--- config.mk ---
export PLATFORM = sky130hd
export DESIGN_NAME = tetron_move_ctrl
export DESIGN_NICKNAME = d
export VERILOG_FILES = /design/src/rtl/tetron_move_ctrl_pkg.sv /design/src/rtl/tetron_cell_check.sv /design/src/rtl/tetron_move_ctrl.sv
export SDC_FILE = /design/constraint.sdc
export NUM_CORES = 1
export LEC_CHECK = 0
export CORE_ASPECT_RATIO = 1.25
export CORE_MARGIN = 10
export CORE_UTILIZATION = 35
export DETAILED_ROUTE_END_ITERATION = 7
export GPL_TIMING_DRIVEN = 1
export HOLD_SLACK_MARGIN = 0.15
export PLACE_DENSITY = 0.64
export SETUP_SLACK_MARGIN = 0.2
export SLEW_MARGIN = 10
export SYNTH_ARGS = -nofsm -noshare
export SYNTH_HDL_FRONTEND = slang
export SYNTH_HIERARCHICAL = 1
export SYNTH_SLANG_ARGS = --single-unit
--- constraint.sdc ---
create_clock -name clk -period 5.2 [get_ports clk]
set_clock_uncertainty 0.05 [all_clocks]
set_input_delay 1.04 -clock clk [delete_from_list [all_inputs] [get_ports clk]]
set_output_delay 1.04 -clock clk [all_outputs]
set_load 0.005 [all_outputs]
--- src/rtl/tetron_move_ctrl_pkg.sv ---
// Shared types for the tetromino move controller.
// Commands, FSM states, coordinate widths, board defaults.
package tetron_move_ctrl_pkg;

  localparam int DEF_ROWS = 20;
  localparam int DEF_COLS = 10;
  localparam int ROW_W    = 5;
  localparam int COL_W    = 4;
  localparam int OFF_W    = 5;
  localparam int ABS_W    = 6;

  typedef enum logic [1:0] {
    CMD_LEFT  = 2'd0,
    CMD_RIGHT = 2'd1,
    CMD_ROT   = 2'd2,
    CMD_DOWN  = 2'd3
  } cmd_e;

  typedef enum logic [3:0] {
    S_IDLE,
    S_SHAPE,
    S_WAIT,
    S_CHK0,
    S_CHK1,
    S_CHK2,
    S_CHK3,
    S_RESOLVE,
    S_LOCK0,
    S_LOCK1,
    S_LOCK2,
    S_LOCK3
  } state_e;

  typedef struct packed {
    logic [OFF_W-1:0] v;
    logic [OFF_W-1:0] h;
  } off_t;

endpackage

--- src/rtl/tetron_cell_check.sv ---
// Origin + signed block offset -> absolute cell and bounds flag.
// Ports: org_row/org_col (6b two's compl), voff/hoff (5b signed),
// abs_row/abs_col (cell address), oob (cell off the board).
module tetron_cell_check
  import tetron_move_ctrl_pkg::*;
#(
  parameter int ROWS = DEF_ROWS,
  parameter int COLS = DEF_COLS
) (
  input  logic [ABS_W-1:0] org_row,
  input  logic [ABS_W-1:0] org_col,
  input  logic [OFF_W-1:0] voff,
  input  logic [OFF_W-1:0] hoff,
  output logic [ROW_W-1:0] abs_row,
  output logic [COL_W-1:0] abs_col,
  output logic             oob
);

  logic [ABS_W-1:0] r;
  logic [ABS_W-1:0] c;

  // 6-bit two's complement sum: -1 stays negative
  // instead of wrapping to 31/15.
  always_comb begin
    r       = org_row + {voff[OFF_W-1], voff};
    c       = org_col + {hoff[OFF_W-1], hoff};
    abs_row = r[ROW_W-1:0];
    abs_col = c[COL_W-1:0];
    oob     = r[ABS_W-1]
            | (r[ABS_W-2:0] > 5'(ROWS - 1))
            | c[ABS_W-1]
            | (c[ABS_W-2:0] > 5'(COLS - 1));
  end

endmodule

--- src/rtl/tetron_move_ctrl.sv ---
// Live tetromino sequencer: spawn, move, rotate, drop, lock.
// Ports: spawn/cmd_valid/cmd in, cmd_ready out; shp_* to shaper,
// blk*_offset back; brd_rd_* / brd_wr_* board ports; pos_*,
// piece_live, done, accepted, locked, game_over status.
module tetron_move_ctrl
  import tetron_move_ctrl_pkg::*;
#(
  parameter int ROWS      = DEF_ROWS,
  parameter int COLS      = DEF_COLS,
  parameter int SPAWN_ROW = 1,
  parameter int SPAWN_COL = 4
) (
  input  logic             clk,
  input  logic             rst,
  input  logic             spawn,
  input  logic             cmd_valid,
  input  logic [1:0]       cmd,
  output logic             cmd_ready,
  output logic             shp_active,
  output logic [2:0]       shp_rot,
  input  logic [OFF_W-1:0] blk1_voffset,
  input  logic [OFF_W-1:0] blk1_hoffset,
  input  logic [OFF_W-1:0] blk2_voffset,
  input  logic [OFF_W-1:0] blk2_hoffset,
  input  logic [OFF_W-1:0] blk3_voffset,
  input  logic [OFF_W-1:0] blk3_hoffset,
  input  logic [OFF_W-1:0] blk4_voffset,
  input  logic [OFF_W-1:0] blk4_hoffset,
  output logic [ROW_W-1:0] brd_rd_row,
  output logic [COL_W-1:0] brd_rd_col,
  output logic             brd_rd_en,
  input  logic             brd_rd_data,
  output logic             brd_wr_en,
  output logic [ROW_W-1:0] brd_wr_row,
  output logic [COL_W-1:0] brd_wr_col,
  output logic [ROW_W-1:0] pos_row,
  output logic [COL_W-1:0] pos_col,
  output logic [1:0]       pos_rot,
  output logic             piece_live,
  output logic             done,
  output logic             accepted,
  output logic             locked,
  output logic             game_over
);

  state_e           state_q, state_d;
  logic [ABS_W-1:0] cand_row_q, cand_row_d;
  logic [ABS_W-1:0] cand_col_q, cand_col_d;
  logic [1:0]       cand_rot_q, cand_rot_d;
  logic             op_spawn_q, op_spawn_d;
  cmd_e             cmd_q, cmd_d;
  logic             hit_q, hit_d;
  logic             rd_pend_q, rd_pend_d;
  off_t [3:0]       off_q, off_d;
  logic [ROW_W-1:0] pos_row_q, pos_row_d;
  logic [COL_W-1:0] pos_col_q, pos_col_d;
  logic [1:0]       pos_rot_q, pos_rot_d;
  logic             live_q, live_d;
  logic             done_q, done_d;
  logic             acc_q, acc_d;
  logic             locked_q, locked_d;
  logic             go_q, go_d;

  logic [1:0]       idx;
  logic             lock_sel;
  logic [ABS_W-1:0] org_row, org_col;
  logic [ROW_W-1:0] abs_row;
  logic [COL_W-1:0] abs_col;
  logic             oob;
  logic             rd_en, wr_en, hit_now, hit_all;

  // One cell checker serves both the collision scan (candidate
  // pose) and the lock writes (committed pose).
  always_comb begin
    idx      = 2'd0;
    lock_sel = 1'b0;
    unique case (state_q)
      S_CHK1:  idx = 2'd1;
      S_CHK2:  idx = 2'd2;
      S_CHK3:  idx = 2'd3;
      S_LOCK0: lock_sel = 1'b1;
      S_LOCK1: begin idx = 2'd1; lock_sel = 1'b1; end
      S_LOCK2: begin idx = 2'd2; lock_sel = 1'b1; end
      S_LOCK3: begin idx = 2'd3; lock_sel = 1'b1; end
      default: ;
    endcase
    org_row = lock_sel ? ABS_W'(pos_row_q) : cand_row_q;
    org_col = lock_sel ? ABS_W'(pos_col_q) : cand_col_q;
  end

  tetron_cell_check #(
    .ROWS (ROWS),
    .COLS (COLS)
  ) u_cell (
    .org_row (org_row),
    .org_col (org_col),
    .voff    (off_q[idx].v),
    .hoff    (off_q[idx].h),
    .abs_row (abs_row),
    .abs_col (abs_col),
    .oob     (oob)
  );

  always_comb begin
    state_d    = state_q;
    cand_row_d = cand_row_q;
    cand_col_d = cand_col_q;
    cand_rot_d = cand_rot_q;
    op_spawn_d = op_spawn_q;
    cmd_d      = cmd_q;
    hit_d      = hit_q;
    off_d      = off_q;
    pos_row_d  = pos_row_q;
    pos_col_d  = pos_col_q;
    pos_rot_d  = pos_rot_q;
    live_d     = live_q;
    go_d       = go_q;
    done_d     = 1'b0;
    acc_d      = 1'b0;
    locked_d   = 1'b0;
    shp_active = 1'b0;
    shp_rot    = 3'd0;
    rd_en      = 1'b0;
    wr_en      = 1'b0;
    cmd_ready  = (state_q == S_IDLE) & live_q & ~go_q;
    // Read data belongs to the read issued last cycle.
    hit_now    = rd_pend_q & brd_rd_data;
    hit_all    = hit_q | hit_now;
    unique case (state_q)
      S_IDLE: begin
        if (spawn && !live_q && !go_q) begin
          cand_row_d = ABS_W'(SPAWN_ROW);
          cand_col_d = ABS_W'(SPAWN_COL);
          cand_rot_d = 2'd0;
          op_spawn_d = 1'b1;
          hit_d      = 1'b0;
          state_d    = S_SHAPE;
        end else if (cmd_valid && cmd_ready) begin
          cand_row_d = ABS_W'(pos_row_q);
          cand_col_d = ABS_W'(pos_col_q);
          cand_rot_d = pos_rot_q;
          op_spawn_d = 1'b0;
          cmd_d      = cmd_e'(cmd);
          hit_d      = 1'b0;
          unique case (cmd_e'(cmd))
            CMD_LEFT:  cand_col_d = ABS_W'(pos_col_q) - 6'd1;
            CMD_RIGHT: cand_col_d = ABS_W'(pos_col_q) + 6'd1;
            CMD_ROT:   cand_rot_d = pos_rot_q + 2'd1;
            CMD_DOWN:  cand_row_d = ABS_W'(pos_row_q) + 6'd1;
          endcase
          state_d = S_SHAPE;
        end
      end
      S_SHAPE: begin
        shp_active = 1'b1;
        shp_rot    = {1'b0, cand_rot_q};
        state_d    = S_WAIT;
      end
      S_WAIT: begin
        off_d[0] = {blk1_voffset, blk1_hoffset};
        off_d[1] = {blk2_voffset, blk2_hoffset};
        off_d[2] = {blk3_voffset, blk3_hoffset};
        off_d[3] = {blk4_voffset, blk4_hoffset};
        state_d  = S_CHK0;
      end
      S_CHK0, S_CHK1, S_CHK2, S_CHK3: begin
        rd_en = ~oob;
        hit_d = hit_all | oob;
        unique case (state_q)
          S_CHK0:  state_d = S_CHK1;
          S_CHK1:  state_d = S_CHK2;
          S_CHK2:  state_d = S_CHK3;
          default: state_d = S_RESOLVE;
        endcase
      end
      S_RESOLVE: begin
        done_d  = 1'b1;
        acc_d   = ~hit_all;
        state_d = S_IDLE;
        if (!hit_all) begin
          pos_row_d = cand_row_q[ROW_W-1:0];
          pos_col_d = cand_col_q[COL_W-1:0];
          pos_rot_d = cand_rot_q;
        end
        if (op_spawn_q) begin
          live_d = ~hit_all;
          go_d   = go_q | hit_all;
        end else if (hit_all && cmd_q == CMD_DOWN) begin
          state_d = S_LOCK0;
        end
      end
      S_LOCK0: begin wr_en = 1'b1; state_d = S_LOCK1; end
      S_LOCK1: begin wr_en = 1'b1; state_d = S_LOCK2; end
      S_LOCK2: begin wr_en = 1'b1; state_d = S_LOCK3; end
      S_LOCK3: begin
        wr_en    = 1'b1;
        locked_d = 1'b1;
        live_d   = 1'b0;
        state_d  = S_IDLE;
      end
      default: state_d = S_IDLE;
    endcase
    rd_pend_d = rd_en;
  end

  always_ff @(posedge clk) begin
    if (rst) begin
      state_q    <= S_IDLE;
      cand_row_q <= '0;
      cand_col_q <= '0;
      cand_rot_q <= '0;
      op_spawn_q <= 1'b0;
      cmd_q      <= CMD_LEFT;
      hit_q      <= 1'b0;
      rd_pend_q  <= 1'b0;
      off_q      <= '0;
      pos_row_q  <= ROW_W'(SPAWN_ROW);
      pos_col_q  <= COL_W'(SPAWN_COL);
      pos_rot_q  <= 2'd0;
      live_q     <= 1'b0;
      done_q     <= 1'b0;
      acc_q      <= 1'b0;
      locked_q   <= 1'b0;
      go_q       <= 1'b0;
    end else begin
      state_q    <= state_d;
      cand_row_q <= cand_row_d;
      cand_col_q <= cand_col_d;
      cand_rot_q <= cand_rot_d;
      op_spawn_q <= op_spawn_d;
      cmd_q      <= cmd_d;
      hit_q      <= hit_d;
      rd_pend_q  <= rd_pend_d;
      off_q      <= off_d;
      pos_row_q  <= pos_row_d;
      pos_col_q  <= pos_col_d;
      pos_rot_q  <= pos_rot_d;
      live_q     <= live_d;
      done_q     <= done_d;
      acc_q      <= acc_d;
      locked_q   <= locked_d;
      go_q       <= go_d;
    end
  end

  assign brd_rd_en  = rd_en;
  assign brd_rd_row = rd_en ? abs_row : '0;
  assign brd_rd_col = rd_en ? abs_col : '0;
  assign brd_wr_en  = wr_en;
  assign brd_wr_row = wr_en ? abs_row : '0;
  assign brd_wr_col = wr_en ? abs_col : '0;
  assign pos_row    = pos_row_q;
  assign pos_col    = pos_col_q;
  assign pos_rot    = pos_rot_q;
  assign piece_live = live_q;
  assign done       = done_q;
  assign accepted   = acc_q;
  assign locked     = locked_q;
  assign game_over  = go_q;

endmodule

# Word-level counts from Yosys, hierarchy flattened
# Cells that the tools add are included.
# totals
register_bits,79
inputBits,47
output_inout_bits,41
wordCells,123
# op_classes
bitwise_logic,14
n_reduce_logical,23
add_sub_neg,6
muxes,36
magnitude_cmp,3
eq_ne,17
# ops
op,count
6-bit 2-to-1 mux,7
4-bit one-hot mux with 8 select lines,1
4-bit 2-to-1 mux,6
10-bit binary-select mux with 2-bit select,1
"4-bit by 3-bit == test with 1-bit output, second input constant",4
"4-bit == test, second input constant",4
6-bit adder,2
2-bit one-hot mux with 3 select lines,2
6-bit one-hot mux with 2 select lines,1
10-bit 2-to-1 mux,1
5-bit 2-to-1 mux,2
2-bit AND reduction,5
1-bit 2-to-1 mux,9
"4-bit by 2-bit == test with 1-bit output, second input constant",2
2-bit 2-to-1 mux,4
2-bit OR reduction,4
4-bit OR reduction,2
"5-bit by 1-bit adder with 6-bit output, second input constant",1
"2-bit == test, second input constant",3
1-bit OR,6
2-bit nonzero test,3
"4-bit by 1-bit adder with 5-bit output, second input constant",1
"5-bit by 4-bit greater-than comparator with 1-bit output, second input constant",1
"5-bit greater-than comparator, second input constant",1
other kinds (15),26

# Logic depth before layout (Yosys ltp)
# Gate-level depths: netlist of run 1.
# logic_depth
word_depth,13
ltp_mapped,17
depth_no_buf,15

# By module
# Netlist of run 1, hierarchy kept.
# modules_own_cells
module,n_inst,area_per_inst_um2,seq_area_each_um2,cells_each
tetron_move_ctrl,1,3707.3,1581.5,456
tetron_cell_check,1,411.6,0.0,50

# Worst setup path after synthesis of run 1
# OpenSTA, ideal clock, no wires.
# synth_timing
path_type,register -> output
from,register state_q[3]
to,output port brd_rd_col[0]
t_required_ns,4.110
n_path_buf,2
path_stages_with_launch,16
t_arrival_ns,3.735
path_slack_ns,0.375
cell_sequence,dfxtp_1 clkbuf_1 nor3b_1 a21oi_1 buf_1 mux2i_1 mux2i_1 ha_1 fa_1 a21o_1 a21oi_2 xnor2_1 nor4_2 nand3_1 nor3_1 and2_1
# synth_via
elab_chain_cells,13
word_cells_on_any_way,29
cone_classes,add/sub (2); order compare (2); eq/ne (8); mux (8); bitwise (4); reduce/logical (5)
# synth_rtl
element,line_no,source
"start, declared",tetron_move_ctrl.sv:46,"state_e state_q, state_d;"
"start signal, assigned",tetron_move_ctrl.sv:226,state_q <= state_d;
4-bit by 3-bit == test with 1-bit output or 4-bit == test (tied branches),tetron_move_ctrl.sv:77,unique case (state_q)
2-bit OR reduction (no line),n/a,
2-bit one-hot mux with 3 select lines,tetron_move_ctrl.sv:77,
10-bit binary-select mux with 2-bit select,"tetron_move_ctrl.sv:97, tetron_move_ctrl.sv:98",
10-bit 2-to-1 mux (not written as such),tetron_move_ctrl.sv:98,".hoff (off_q[idx].h),"
6-bit adder,tetron_cell_check.sv:25,"r = org_row + {voff[OFF_W-1], voff};"
5-bit greater-than comparator,tetron_cell_check.sv:30,| (r[ABS_W-2:0] > 5'(ROWS - 1))
1-bit OR,tetron_cell_check.sv:30,
1-bit OR,tetron_cell_check.sv:31,| c[ABS_W-1]
1-bit OR (*),tetron_cell_check.sv:32,| (c[ABS_W-2:0] > 5'(COLS - 1));
net oob,tetron_move_ctrl.sv:69,logic oob;
1-bit inverter (*),tetron_move_ctrl.sv:167,rd_en = ~oob;
1-bit 2-to-1 mux (*),tetron_move_ctrl.sv:129,unique case (state_q)
net brd_rd_en,tetron_move_ctrl.sv:31,"output logic brd_rd_en,"
4-bit 2-to-1 mux (*),tetron_move_ctrl.sv:248,assign brd_rd_col = rd_en ? abs_col : '0;
"end, declared",tetron_move_ctrl.sv:30,"output logic [COL_W-1:0] brd_rd_col,"
# The timed path passes the listed nets; every way through them passes the cells marked *. The select of a mux whose other input is x is not followed.

# Worst setup path after layout of run 1
# layout_timing
from,register state_q[2]
to,output port brd_rd_col[2]
# layout_via
elab_chain_cells,13
word_cells_on_any_way,29
cone_classes,add/sub (2); order compare (2); eq/ne (8); mux (8); bitwise (4); reduce/logical (5)
# layout_rtl
element,line_no
4-bit by 3-bit == test with 1-bit output or 4-bit == test (tied branches),tetron_move_ctrl.sv:77
2-bit OR reduction (no line),n/a
2-bit one-hot mux with 3 select lines,tetron_move_ctrl.sv:77
10-bit binary-select mux with 2-bit select,"tetron_move_ctrl.sv:97, tetron_move_ctrl.sv:98"
10-bit 2-to-1 mux (not written as such),tetron_move_ctrl.sv:98
6-bit adder,tetron_cell_check.sv:25
5-bit greater-than comparator,tetron_cell_check.sv:30
1-bit OR,tetron_cell_check.sv:30
1-bit OR,tetron_cell_check.sv:31
1-bit OR (*),tetron_cell_check.sv:32
net oob,tetron_move_ctrl.sv:69
1-bit inverter (*),tetron_move_ctrl.sv:167
1-bit 2-to-1 mux (*),tetron_move_ctrl.sv:129
4-bit 2-to-1 mux (*),tetron_move_ctrl.sv:248
# Marked as above.

==> qor.txt, run 1 <==
================================================================================
Result of the run .................................................    completed
Via count of the first global-routing pass ........................         3799
Ratio of routed vias to standard cells ............................         5.09
Worst slew margin .................................................        44.7%
Total congestion overflow .........................................            0
Die X-Extent ......................................................       117 um
Final hold vios ...................................................            0
RSZ-0062 raised after global routing ..............................          yes
DR iter-0 viols ...................................................          124
Area fraction of the dominant cell type after synthesis ...........        38.4%
Initial cell density of the core ..................................        35.6%
Slew @ Worst Pin ..................................................       818 ps
Critical path data required time ..................................      4110 ps
Die Height ........................................................       141 um
Most frequent cells after synthesis ............................... 119 x sky130_fd_sc_hd__nand2_1, 79 x sky130_fd_sc_hd__dfxtp_1, 64 x sky130_fd_sc_hd__a21oi_1, 32 x sky130_fd_sc_hd__mux2i_1, 26 x sky130_fd_sc_hd__clkbuf_1
Wire length reported by the detailed router .......................     11800 um
Largest net degree at the start of global routing .................           76
Mapped Area .......................................................     4120 um2
Post-synthesis sequential element count ...........................           79
Number of distinct library cells after synthesis ..................           58
Maximum resistive drop on vdd .....................................   0.000200 V
Number of buffers added by the clock tree synthesis step ..........            9
Synthesis-to-layout area growth ...................................        40.2%
Root Buffer Master ................................................ sky130_fd_sc_hd__clkbuf_16
EDFF count, synth .................................................            0
Static leakage ....................................................   0.00239 uW
Worst r2r path cells ..............................................           16
Most frequently used cell type in the post-synthesis netlist ...... sky130_fd_sc_hd__nand2_1
Reg clk slew, reported paths ......................................        60 ps
Highest net fanout along the worst path ...........................           10
Fraction of layout instances using a drive strength above 1 .......        15.3%
Leading area contributor after synthesis .......................... sky130_fd_sc_hd__dfxtp_1
Levels on crit path ...............................................           16
Number of diodes ..................................................            0
Series of cell instances along the critical path .................. nor3b_4 > a21oi_4 > buf_6 > mux2i_2 > mux2i_1 > ha_2 > fa_2 > a21o_1 > a21oi_2 > xnor2_1 > nor4_2 > nand3_1 > nor3_2 > buf_4 > and2_1 > clkdlybuf4s50_1
Count of cells along the worst hold path ..........................            2
Die ar. ...........................................................    16500 um2
Post-route ant nets ...............................................            0
Pwr/cell area .....................................................   278 nW/um2
Gr usage total ....................................................        13.9%
Placeable core region .............................................    11600 um2
Net count of the mapped netlist ...................................          568
Final setup vio count .............................................            0
Avg Inst Size Synth ...............................................     8.14 um2
Worst setup path class ............................................   reg -> out
Max-slew violations ...............................................            0
Post-Place Setup Slack ............................................     -62.5 ps
End-of-flow core utilization ......................................        49.9%
Primary FF master, synth .......................................... sky130_fd_sc_hd__dfxtp_1
Maximum frequency from static timing analysis .....................      200 MHz
Count of filler cells inserted in the layout ......................         1115
Worst hold path type ..............................................   reg -> reg
Largest cells by area after synthesis ............................. sky130_fd_sc_hd__dfxtp_1 38%, sky130_fd_sc_hd__nand2_1 11%, sky130_fd_sc_hd__a21oi_1 7.8%
Clk sinks .........................................................           79
First-pass GRT wire length ........................................     18700 um
H-tree Lvls .......................................................            3
Ratio of final minimum period to clock period .....................        95.9%
Delay of the slowest cell on the worst path .......................       490 ps
Total via count in the routed design ..............................         3819
Last weighted congestion value of the routability-driven placer ...        0.829
Post-detailed-placement half-perimeter wirelength .................      8120 um
Part of the Yosys area used for sequential elements ...............        38.4%
Iteration count of the initial detailed-routing pass ..............            4
Number of I/O port buffers ........................................           86
Final Worst Setup Slack ...........................................       211 ps
Endpoint class of the critical path ............................... primary output
NumNets Final .....................................................          670
Wire length per cell after detailed routing .......................      15.7 um
Top delay family on crit path ..................................... simple AND/OR/NAND/NOR gates
Post-layout min period ............................................      4990 ps
Number of top-level pins ..........................................           88
Number of antenna violations at the first check in global routing .            0
Std cell rows .....................................................           44
Data arrival time at the worst-slack endpoint .....................      3900 ps
Max cap viols .....................................................            0
Clock tree from TritonCTS .........................................          yes
Cell with the largest stage delay on the worst path ............... sky130_fd_sc_hd__clkdlybuf4s50_1
Later-pin clock latency in the skew report ........................       330 ps
Async SR Flop Fraction ............................................           0%
Hold buffer count at cts ..........................................            0
Kind of start point of the critical path ..........................    flip-flop
Buf/Inv on CP .....................................................            3
Clk buf depth .....................................................            2
DRC viols .........................................................            0
Synth warn ........................................................            6
Synthesized instance count ........................................          506
================================================================================
-- cells by family after synthesis --
family / after synthesis / synth area share (%)
buffers and inverters: 45 / 4.62
other: 1 / 0.0910
muxes: 40 / 9.96
DFF: 79 / 38.4
xor gates and xnor gates: 19 / 4.04
AOI/OAI and AO/OA: 98 / 14.3
and+or+nand+nor: 209 / 23.7
adders and majority gates: 15 / 4.92
-- layout by cell type, fill, tap and decap left out, types with 4 or more instances in the layout --
master	instances
sky130_fd_sc_hd__and2_1	21
sky130_fd_sc_hd__dfxtp_1	76
sky130_fd_sc_hd__a22oi_1	6
sky130_fd_sc_hd__clkbuf_16	9
sky130_fd_sc_hd__xor2_1	7
sky130_fd_sc_hd__nor3_1	6
sky130_fd_sc_hd__mux2i_1	26
sky130_fd_sc_hd__nand2_1	118
sky130_fd_sc_hd__dlygate4sd2_1	6
sky130_fd_sc_hd__nor2_1	24
sky130_fd_sc_hd__buf_4	33
sky130_fd_sc_hd__ha_1	10
sky130_fd_sc_hd__xnor2_1	10
sky130_fd_sc_hd__o21ai_0	4
sky130_fd_sc_hd__mux2_2	8
sky130_fd_sc_hd__inv_1	9
sky130_fd_sc_hd__clkdlybuf4s50_1	76
sky130_fd_sc_hd__nand3_1	7
sky130_fd_sc_hd__a21oi_1	62
sky130_fd_sc_hd__mux2i_2	6
sky130_fd_sc_hd__buf_6	5
-- per-layer routing --
metal	GRT usage (%)	wire, um	vias up
met1	15.7	4820	1762
met4	5.80	296	0
li1	-	-	1928
met2	24.4	5990	108
met3	3.00	676	21
met5	0	0	-
-- final cells by class --
| type | instances | area (um2) | area share [%] |
|---|---|---|---|
| timing repair buffer | 126 | 1200 | 20.8 |
| tap | 138 | 173 | 2.99 |
| multi-input combinational | 382 | 2460 | 42.5 |
| sequential | 79 | 1590 | 27.5 |
| clock inverter | 6 | 85.1 | 1.47 |
| clock buffer | 10 | 229 | 3.97 |
| inverter | 10 | 37.5 | 0.650 |
-- metrics by stage --
step / setup TNS (ps) / std cells / power (uW) / instance area (um2) / hold slack [ps]
floorplan: 0 / 506 / 830 / 4120 / 377
global placement: 0 / 707 / 912 / 5090 / 391
detailed placement: -233 / 707 / 918 / 5090 / 398
CTS: 0 / 741 / 1600 / 5660 / 406
global route: 0 / 751 / 1680 / 5770 / 421
finish: 0 / 751 / 1610 / 5770 / 405
-- state kept, by name, indices dropped and copies added (netlist names), 2 cells and up --
| signal | count |
|---|---|
| off_q | 40 |
| cand_col_q | 6 |
| cand_row_q | 6 |
| pos_row | 5 |
| pos_col | 4 |
| state_q | 4 |
| cand_rot_q | 2 |
| cmd_q | 2 |
| pos_rot | 2 |
-- repair_timing --
action,4_1_cts,5_1_grt
gates resized for setup,38,13
setup buffers,15,10
pin swaps,8,9
gates cloned,3,0
endpoints found under the setup margin,11,7
-- tightest hold or removal path, delay by kind of cell, from the launching register on --
kind	cells	cell delay (ps)
AO/OA/AOI/OAI	1	50
AND/OR/NAND/NOR	1	50
flip-flops	1	310
-- power by group --
part           internal (uW)  switching (uW)  total, uW
clock                    419             242        661
sequential               639            19.3        658
combinational            132             154        286
-- worst paths after layout --
check / from / end / slack, ps
max: state_q[2] / brd_rd_col[2] / 210
min: off_q[20] / off_q[20] / 400
min reg2reg: off_q[20] / off_q[20] / 400
max reg2reg: state_q[2] / hit_q / 1750
No activity file was read; power rests on OpenSTA's default activity.
==> run 2, diff against run 1 <==
--- a/config.mk
+++ b/config.mk
@@ -5,7 +5,6 @@
 export SDC_FILE = /design/constraint.sdc
 export NUM_CORES = 1
 export LEC_CHECK = 0
-export CORE_ASPECT_RATIO = 1.25
 export CORE_MARGIN = 10
 export CORE_UTILIZATION = 35
 export DETAILED_ROUTE_END_ITERATION = 7
==> qor.txt, run 2 (synthesis results as in run 1) <==
================================================================================
Area taken by flip-flops and latches ..............................     1590 um2   unchanged
Series of cell instances along the critical path .................. nor3b_4 > a21oi_4 > buf_12 > mux2i_1 > mux2i_2 > ha_2 > inv_1 > fa_2 > nand2b_1 > a21oi_2 > xor2_2 > o21ai_0 > nand3_1 > nor3_2 > buf_4 > buf_4 > buf_4 > and2_1 > dlygate4sd2_1
Net switching power figure ........................................       425 uW   +2.3%
Highest net fanout along the worst path ...........................            8   -2
Sum of negative setup slack .......................................         0 ps   unchanged
Clk sinks .........................................................           79   unchanged
Max cap viols .....................................................            0   unchanged
Wire length reported by the detailed router .......................     11800 um   +0.18%
Last weighted congestion value of the routability-driven placer ...        0.829   about the same
Final hold vios ...................................................            0   unchanged
Hold buffer count at cts ..........................................            0   unchanged
Die ar. ...........................................................    16500 um2   -0.17%
Worst hold path type ..............................................   reg -> reg
Placeable core region .............................................    11500 um2   -0.81%
Worst setup path class ............................................   reg -> out
Die Height ........................................................       128 um   -9.1%
Fraction of layout instances using a drive strength above 1 .......        14.0%   -1.3 points
Relative contribution of combinational cells to total power .......        17.5%   -0.3 points
Ratio of final minimum period to clock period .....................        94.5%   -1.4 points
Post-layout min period ............................................      4910 ps   -75.1 ps
DRC viols .........................................................            0   unchanged
Synthesis-to-layout area growth ...................................        39.3%
Final total power .................................................      1610 uW   +0.55%
Post-Place Setup Slack ............................................      91.4 ps   +154 ps
Die X-Extent ......................................................       128 um   +9.8%
Later-pin clock latency in the skew report ........................       340 ps   about the same
Max-slew violations ...............................................            0   unchanged
Number of diodes ..................................................            0   unchanged
Post-detailed-placement half-perimeter wirelength .................      8520 um   +4.9%
Part of the total power dissipated in sequential elements .........        41.2%   +0.2 points
Delay of the slowest cell on the worst path .......................       360 ps   -130 ps
Final Worst Setup Slack ...........................................       286 ps   +75.1 ps
Reg clk slew, reported paths ......................................        60 ps   about the same
Clk network pwr share .............................................        41.3%   about the same
Data arrival time at the worst-slack endpoint .....................      3820 ps   -80 ps
Count of filler cells inserted in the layout ......................         1053   -5.6%
Via count of the first global-routing pass ........................         3852   +1.4%
Total congestion overflow .........................................            0   unchanged
Number of I/O port buffers ........................................           86   unchanged
Total via count in the routed design ..............................         3795   -0.63%
Leading cell types in the layout, fill and taps excluded .......... 118 x sky130_fd_sc_hd__nand2_1, 76 x sky130_fd_sc_hd__dfxtp_1, 75 x sky130_fd_sc_hd__clkdlybuf4s50_1
Internal Power ....................................................      1190 uW   about the same
Result of the run .................................................    completed
Clock tree from TritonCTS .........................................          yes
Switching power share of the total ................................        26.4%   +0.46 points
Number of top-level pins ..........................................           88   unchanged
Cell with the largest stage delay on the worst path ............... sky130_fd_sc_hd__dfxtp_4
NumNets Final .....................................................          658   -1.8%
Final setup vio count .............................................            0   unchanged
Most frequent cell on the critical path ........................... sky130_fd_sc_hd__buf_4
Ratio of routed vias to standard cells ............................         5.11   +0.44%
Worst r2r path cells ..............................................           15   -1
Initial cell density of the core ..................................        35.9%   +0.29 points
Static leakage ....................................................   0.00236 uW   -1.3%
Root Buffer Master ................................................ sky130_fd_sc_hd__clkbuf_16
Maximum frequency from static timing analysis .....................      204 MHz   +1.5%
Top register by number of flip-flops ..............................        off_q
First-pass GRT wire length ........................................     18900 um   +1.1%
Number of flip-flops under the largest register name ..............           40   unchanged
Pwr/cell area .....................................................   281 nW/um2   +1.2%
Wire length per cell after detailed routing .......................      15.9 um   +1.3%
Largest net degree at the start of global routing .................           76   unchanged
Worst slew margin .................................................        29.4%   -15 points
H-tree Lvls .......................................................            3   unchanged
Critical path data required time ..................................      4110 ps   about the same
Maximum resistive drop on vdd .....................................   0.000166 V   -17%
RSZ-0062 raised after global routing ..............................          yes
Count of cells along the worst hold path ..........................            2   unchanged
Slew @ Worst Pin ..................................................      1040 ps   +227 ps
Kind of start point of the critical path ..........................    flip-flop
Gr usage total ....................................................        13.9%   +0.026 points
DR iter-0 viols ...................................................          197   +59%
Iteration count of the initial detailed-routing pass ..............            5   +1
Most common library cell in the layout ignoring fill and taps ..... sky130_fd_sc_hd__nand2_1
Clk buf depth .....................................................            2   unchanged
Area of the multi-input gates .....................................     2510 um2   +2.3%
Biggest registers after layout .................................... off_q (40), cand_col_q (6), cand_row_q (6)
Number of antenna violations at the first check in global routing .            0   unchanged
Number of buffers added by the clock tree synthesis step ..........            9   unchanged
Std cell rows .....................................................           39   -11%
Endpoint class of the critical path ............................... primary output
Post-route ant nets ...............................................            0   unchanged
================================================================================
run 2: cell types whose count changed in the layout (fill, tap and decap cells not counted), sizes merged:
cell | previous run | this run
buf | 40 | 29
bufbuf | 1 | 0
clkbuf | 11 | 9
clkdlybuf4s15 | 1 | 0
clkdlybuf4s50 | 76 | 75
clkinv | 3 | 4
clkinvlp | 2 | 1
dlygate4sd2 | 6 | 7
dlymetal6s2s | 1 | 3
run 2: through the flow:
step	hold WS, ps	utilization [%]	instance area [um2]	instances
floorplan	377	-	4120	506
global placement	393	44.5	5100	712
detailed placement	398	44.5	5100	712
CTS	406	48.6	5580	739
global route	428	50.0	5740	743
finish	405	50.0	5740	743
run 2: layout make-up:
class	instances	share of cell area, %
Tap cell	143	3.12
Inverter	10	0.654
Clock inverter	6	1.50
Multi-Input combinational cell	382	43.8
Timing Repair Buffer	114	19.3
Sequential cell	79	27.7
Clock buffer	9	3.93
run 2: what timing repair did:
action,in CTS,in global routing
endpoints found under the setup margin,10,10
buffers inserted,12,4
pin swaps,2,11
resized for setup,27,24
run 2: per-layer routing:
layer	vias up	wire length [um]	GRT usage [%]
li1	1906	-	-
met1	1801	5510	17.5
met2	76	5630	23.0
met3	12	488	3.33
met4	0	174	4.44
met5	-	0	0
run 2: critical path: cells and delay by family (launching register included):
family | cells | cell delay [ps]
mux | 2 | 270
fa+ha+maj | 2 | 550
buf+inv | 6 | 900
xor+xnor | 1 | 170
flops | 1 | 360
compound gates | 3 | 530
simple gates | 5 | 680
run 2: power groups by stage:
| stage | combinational (uW) | sequential (uW) | clock [uW] |
|---|---|---|---|
| after floorplan | 166 | 664 | 0 |
| after global placement | 240 | 674 | 0 |
| after detailed placement | 246 | 674 | 0 |
| after CTS | 266 | 661 | 672 |
| after global routing | 312 | 669 | 706 |
| final | 282 | 665 | 666 |
run 2: final timing paths:
path | startpoint | end | slack, ps
worst max-delay path | state_q[2] | brd_rd_row[3] | 290
worst min-delay path | off_q[32] | off_q[32] | 410
worst max register to register | state_q[2] | hit_q | 1870
worst min register to register | off_q[32] | off_q[32] | 410
